File: config.mk
export PLATFORM = sky130hd
export DESIGN_NAME = seq_pattern_tx
export DESIGN_NICKNAME = d
export VERILOG_FILES = /design/src/rtl/seq_pkg.sv /design/src/rtl/seq_down_counter.sv /design/src/rtl/seq_pattern_tx.sv
export SDC_FILE = /design/constraint.sdc
export NUM_CORES = 1
export LEC_CHECK = 0
export ABC_AREA = 1
export BUFFER_PORTS_ARGS = -buffer_cell sky130_fd_sc_hd__clkbuf_2
export CAP_MARGIN = 15
export CORE_AREA = 2 2 54 56
export DETAILED_ROUTE_END_ITERATION = 10
export DIE_AREA = 0 0 56 58
export HOLD_SLACK_MARGIN = 0.12
export PLACE_DENSITY = 0.83
export SLEW_MARGIN = 30
export SYNTH_ARGS = -nofsm -noshare
export SYNTH_HDL_FRONTEND = slang
export SYNTH_SLANG_ARGS = --single-unit
File: constraint.sdc
create_clock -name clk -period 1.65 [get_ports clk]
set_input_delay 0.165 -clock clk [delete_from_list [all_inputs] [get_ports clk]]
set_output_delay 0.165 -clock clk [all_outputs]
set_load 0.1 [all_outputs]
File: src/rtl/seq_pkg.sv
// Shared definitions for the sequence transmitter/detector family.
// Holds the state encoding and the default 1011 pattern.
package seq_pkg;

    localparam logic [1:0] ST_IDLE = 2'b00;
    localparam logic [1:0] ST_SEND = 2'b01;
    localparam logic [1:0] ST_GAP  = 2'b10;
    localparam logic [1:0] ST_DONE = 2'b11;

    typedef enum logic [1:0] {
        S_IDLE = ST_IDLE,
        S_SEND = ST_SEND,
        S_GAP  = ST_GAP,
        S_DONE = ST_DONE
    } state_e;

    localparam logic [3:0] SEQ_PAT_1011 = 4'b1011;

endpackage

File: src/rtl/seq_down_counter.sv
// Unsigned down counter with synchronous load (priority) and decrement.
// Flags when the count equals one so callers can exit before wrapping.
module seq_down_counter #(
    parameter int W = 8
) (
    input  logic         clk,
    input  logic         reset,
    input  logic         load_i,
    input  logic [W-1:0] load_val_i,
    input  logic         dec_i,
    output logic         is_one_o
);

    logic [W-1:0] cnt_q, cnt_d;

    always_comb begin
        cnt_d = cnt_q;
        if (load_i) begin
            cnt_d = load_val_i;
        end else if (dec_i) begin
            cnt_d = cnt_q - W'(1);
        end
    end

    always_ff @(posedge clk) begin
        if (reset) begin
            cnt_q <= '0;
        end else begin
            cnt_q <= cnt_d;
        end
    end

    assign is_one_o = (cnt_q == W'(1));

endmodule

File: src/rtl/seq_pattern_tx.sv
// Serial pattern transmitter: sends PATTERN MSB-first rep_cnt times with
// optional idle gaps, stalling on x_ready. All outputs are Moore decodes.
module seq_pattern_tx
    import seq_pkg::*;
#(
    parameter int                 PAT_W   = 4,
    parameter logic [PAT_W-1:0]   PATTERN = PAT_W'(SEQ_PAT_1011),
    parameter int                 CNT_W   = 8,
    parameter int                 GAP_W   = 4
) (
    input  logic             clk,
    input  logic             reset,
    input  logic             start,
    input  logic [CNT_W-1:0] rep_cnt,
    input  logic [GAP_W-1:0] gap_len,
    input  logic             x_ready,
    output logic             x_out,
    output logic             x_valid,
    output logic             busy,
    output logic             done
);

    localparam int IDX_W = (PAT_W > 1) ? $clog2(PAT_W) : 1;
    localparam logic [IDX_W-1:0] IDX_LAST = IDX_W'(PAT_W - 1);

    state_e           state_q, state_d;
    logic [IDX_W-1:0] idx_q, idx_d;
    logic [GAP_W-1:0] gap_q, gap_d;

    logic rem_load, rem_dec, rem_is_one;
    logic gcnt_load, gcnt_dec, gcnt_is_one;

    seq_down_counter #(.W(CNT_W)) u_rem (
        .clk        (clk),
        .reset      (reset),
        .load_i     (rem_load),
        .load_val_i (rep_cnt),
        .dec_i      (rem_dec),
        .is_one_o   (rem_is_one)
    );

    seq_down_counter #(.W(GAP_W)) u_gcnt (
        .clk        (clk),
        .reset      (reset),
        .load_i     (gcnt_load),
        .load_val_i (gap_q),
        .dec_i      (gcnt_dec),
        .is_one_o   (gcnt_is_one)
    );

    always_comb begin
        state_d   = state_q;
        idx_d     = idx_q;
        gap_d     = gap_q;
        rem_load  = 1'b0;
        rem_dec   = 1'b0;
        gcnt_load = 1'b0;
        gcnt_dec  = 1'b0;
        case (state_q)
            S_IDLE: begin
                if (start) begin
                    if (rep_cnt != '0) begin
                        rem_load = 1'b1;
                        gap_d    = gap_len;
                        idx_d    = IDX_LAST;
                        state_d  = S_SEND;
                    end else begin
                        state_d  = S_DONE;
                    end
                end
            end
            S_SEND: begin
                if (x_ready) begin
                    if (idx_q != '0) begin
                        idx_d = idx_q - IDX_W'(1);
                    end else if (rem_is_one) begin
                        state_d = S_DONE;
                    end else begin
                        rem_dec = 1'b1;
                        idx_d   = IDX_LAST;
                        // A non-zero gap parks in GAP; the index is reloaded again on exit.
                        if (gap_q != '0) begin
                            gcnt_load = 1'b1;
                            state_d   = S_GAP;
                        end
                    end
                end
            end
            S_GAP: begin
                gcnt_dec = 1'b1;
                if (gcnt_is_one) begin
                    idx_d   = IDX_LAST;
                    state_d = S_SEND;
                end
            end
            S_DONE: begin
                state_d = S_IDLE;
            end
            default: begin
                state_d = S_IDLE;
            end
        endcase
    end

    always_ff @(posedge clk) begin
        if (reset) begin
            state_q <= S_IDLE;
            idx_q   <= '0;
            gap_q   <= '0;
        end else begin
            state_q <= state_d;
            idx_q   <= idx_d;
            gap_q   <= gap_d;
        end
    end

    assign x_valid = (state_q == S_SEND);
    assign x_out   = x_valid & PATTERN[idx_q];
    assign busy    = (state_q != S_IDLE);
    assign done    = (state_q == S_DONE);

endmodule

==> flow_summary.yaml <==
layout:
  diodes: 0
  area_growth_pct: 14.2
  drive_above_1_share_pct: 20.7
  multiInputGateArea_um2: 872
  fin_cells: 273
  final_nets: 265
  fillers: 254
  ff_latch_area_um2: 400
drt:
  drtIter0Drc: 51
  wire_per_inst_um: 11.3
  drcViolationCount: 0
  dr_total_vias: 1352
  ant_nets: 0
  firstDrtPassIters: 4
  totalWireLength_um: 3090
  vias_per_cell: 4.95
critical_path:
  cp-start-kind: "register"
  cp_cell_sequence: "inv_1 -> nand2_1 -> nor2_2 -> buf_12"
  critPathMaxFanout: 5
  critical-path-max-stage-delay_ps: 530
  worstSetupStartpoint: "state_q[1]"
  crit_arrival_ps: 1350
  slowest_stage: "dfxtp_1"
  endpoint_kind: "output port"
  cp_top_family: "flip-flops"
  crit_buf_inv: 2
  rr_startpoint: "u_rem.cnt_q[1]"
  critPathKind: "reg2out"
  required_ps: 1480
floorplan:
  fp-row-count: 19
  pin_count: 20
  die_w_um: 56
  die_h_um: 58
  start_util_pct: 53.6
  design.die.area_mm2: 0.00325
  core_mm2: 0.00266
power_and_ir_drop:
  p_leak_nw: 0.839
  peakVddDrop_v: 0.00119
  cellPowerDensity_mw_per_mm2: 1350
cts:
  clk_latency_ps: 310
  clkSinkCount: 20
  htree_levels: 1
  cts_resized: 0
  cts_tree: "yes"
  cts_setup_buffers: 0
  cts-root-buf: "clkbuf_4"
  holdBufCountCts: 0
  path_clk_slew_ps: 130
  cts_buffers: 3
  clk_path_buf_depth: 2
timing:
  fin_crit_ps: 1510
  rsz0062_at_grt: "false"
  setup_ws_ps: 139
  worst_pin_slew_ps: 353
  fin_crit_sh_pct: 91.6
  final.setup_skew_ps: 8.04
  fmax_mhz: 662
  finalHoldViolCount: 0
  report.final.slew_viol_count: 0
  whs_ps: 127
  relSlewSlack_pct: 76.4
  fin_setup_tns_ps: 0
  finalSetupViolCount: 0
synth:
  synth.distinct_cells: 28
  synth.avg_cell_area_um2: 6.46
  syn_nets: 243
  yosysSeqAreaShare_pct: 28.0
  syn-cell-area_mm2: 0.00143
  syn_inst: 221
  synth_warnings: 0
  ys_ff_latch: 20
worst_hold_path:
  hold_class: "in2reg"
  min-delay-start: "gap_len[3]"
placement:
  dp_slack_ps: 203
  place_congestion: 0.816
  hpwl_um: 2410
  port_buffers: 19
  dp_cells: 269
status:
  outcome: "finished, final reports clean"
global_route:
  grt_overflow: 0
  grt_pass1_vias: 1274
  antenna_found_initial: 0
  grt_max_degree: 13
  grt_pass1_wl_um: 5420
  track_usage_pct: 21.1
job:
  maxCapViolations: 0
==> placed cells by master (no fill, tap or decap), types with 3 or more instances in the layout <==
master,synthesis,final
nand2_1,47,47
nor2_1,38,37
inv_1,34,34
nand3_1,20,20
dfxtp_1,20,20
clkbuf_2,0,15
o21ai_0,9,9
a21oi_1,9,9
nand2_2,6,6
ha_1,6,6
inv_2,4,4
nor2_2,3,4
nand2_4,3,3
a21oi_2,3,3
clkbuf_4,0,3
buf_4,0,3
==> final timing paths <==
kind | cells after the start | to | slack [ps]
max | 4 | x_out | 140
min | 3 | gap_q[3] | 130
max reg2reg | 10 | u_rem.cnt_q[0] | 200
min reg2reg | 2 | u_rem.cnt_q[1] | 480
==> kinds of logic (layout without fill, tap and decap cells) <==
family	count (synthesis)	in the layout	share of synthesized area, %
buffers and inverters	41	62	11.0
AOI/OAI and AO/OA	25	25	10.6
xor gates and xnor gates	4	4	2.45
adders and majority gates	6	6	5.26
and+or+nand+nor	125	125	42.6
DFF	20	20	28.0
==> final cells by class <==
| class | instances | area share [%] |
|---|---|---|
| flip-flops and latches | 20 | 24.6 |
| repair buffers | 19 | 7.21 |
| inverters | 39 | 9.13 |
| clock buffers | 3 | 1.38 |
| well taps | 31 | 2.38 |
| clock inverters | 1 | 1.84 |
| multi-input cells | 160 | 53.5 |
==> sequential cells by signal (all words and copies together), names as in the netlist <==
register      flops
gap_q             4
u_rem.cnt_q       8
idx_q             2
state_q           2
u_gcnt.cnt_q      4
==> routing by layer <==
layer | wire [um] | share of wire [%] | up-vias | global-route usage, %
met5 | 0 | 0 | - | 0
met2 | 1430 | 46 | 29 | 35.8
met4 | 61 | 2.0 | 0 | 8.16
met3 | 128 | 4.1 | 7 | 2.46
li1 | - | - | 724 | -
met1 | 1470 | 47 | 592 | 27.6
==> worst register-to-register path, delay by kind of cell (launching register included) <==
kind / cells / cell delay [ps]
AO/OA/AOI/OAI: 1 / 130
adder cells (fa/ha/maj): 1 / 180
AND/OR/NAND/NOR: 5 / 510
buffers and inverters: 3 / 170
flip-flops: 1 / 360
==> cells in the mapped netlist, drive strengths merged <==
library cell	number	area [um2]
a21boi	1	7.51
a21oi	12	71.3
dfxtp	20	400
a31oi	1	6.26
nand3b	1	7.51
ha	6	75.1
inv	39	149
nand2	56	248
xnor2	2	17.5
buf	1	5.00
o21ai	11	66.3
nand3	22	128
nor2	44	213
nand4	2	12.5
xor2	2	17.5
clkbuf	1	3.75
==> metrics by stage <==
stage | utilization (%) | power (mW) | cell area (um2)
after floorplan | - | 1.57 | 1430
after global placement | 59.3 | 1.78 | 1580
after detailed placement | 59.3 | 1.80 | 1580
after CTS | 61.2 | 2.21 | 1630
after global routing | 61.2 | 2.38 | 1630
final | 61.2 | 2.20 | 1630
==> where the power goes <==
part | leakage, nW | internal (mW) | total (mW) | switching, mW
Combinational | 0.646 | 0.370 | 1.13 | 0.755
Sequential | 0.165 | 0.579 | 0.664 | 0.0856
Clock | 0.0279 | 0.246 | 0.411 | 0.165
(Power assumes the default switching activity.)
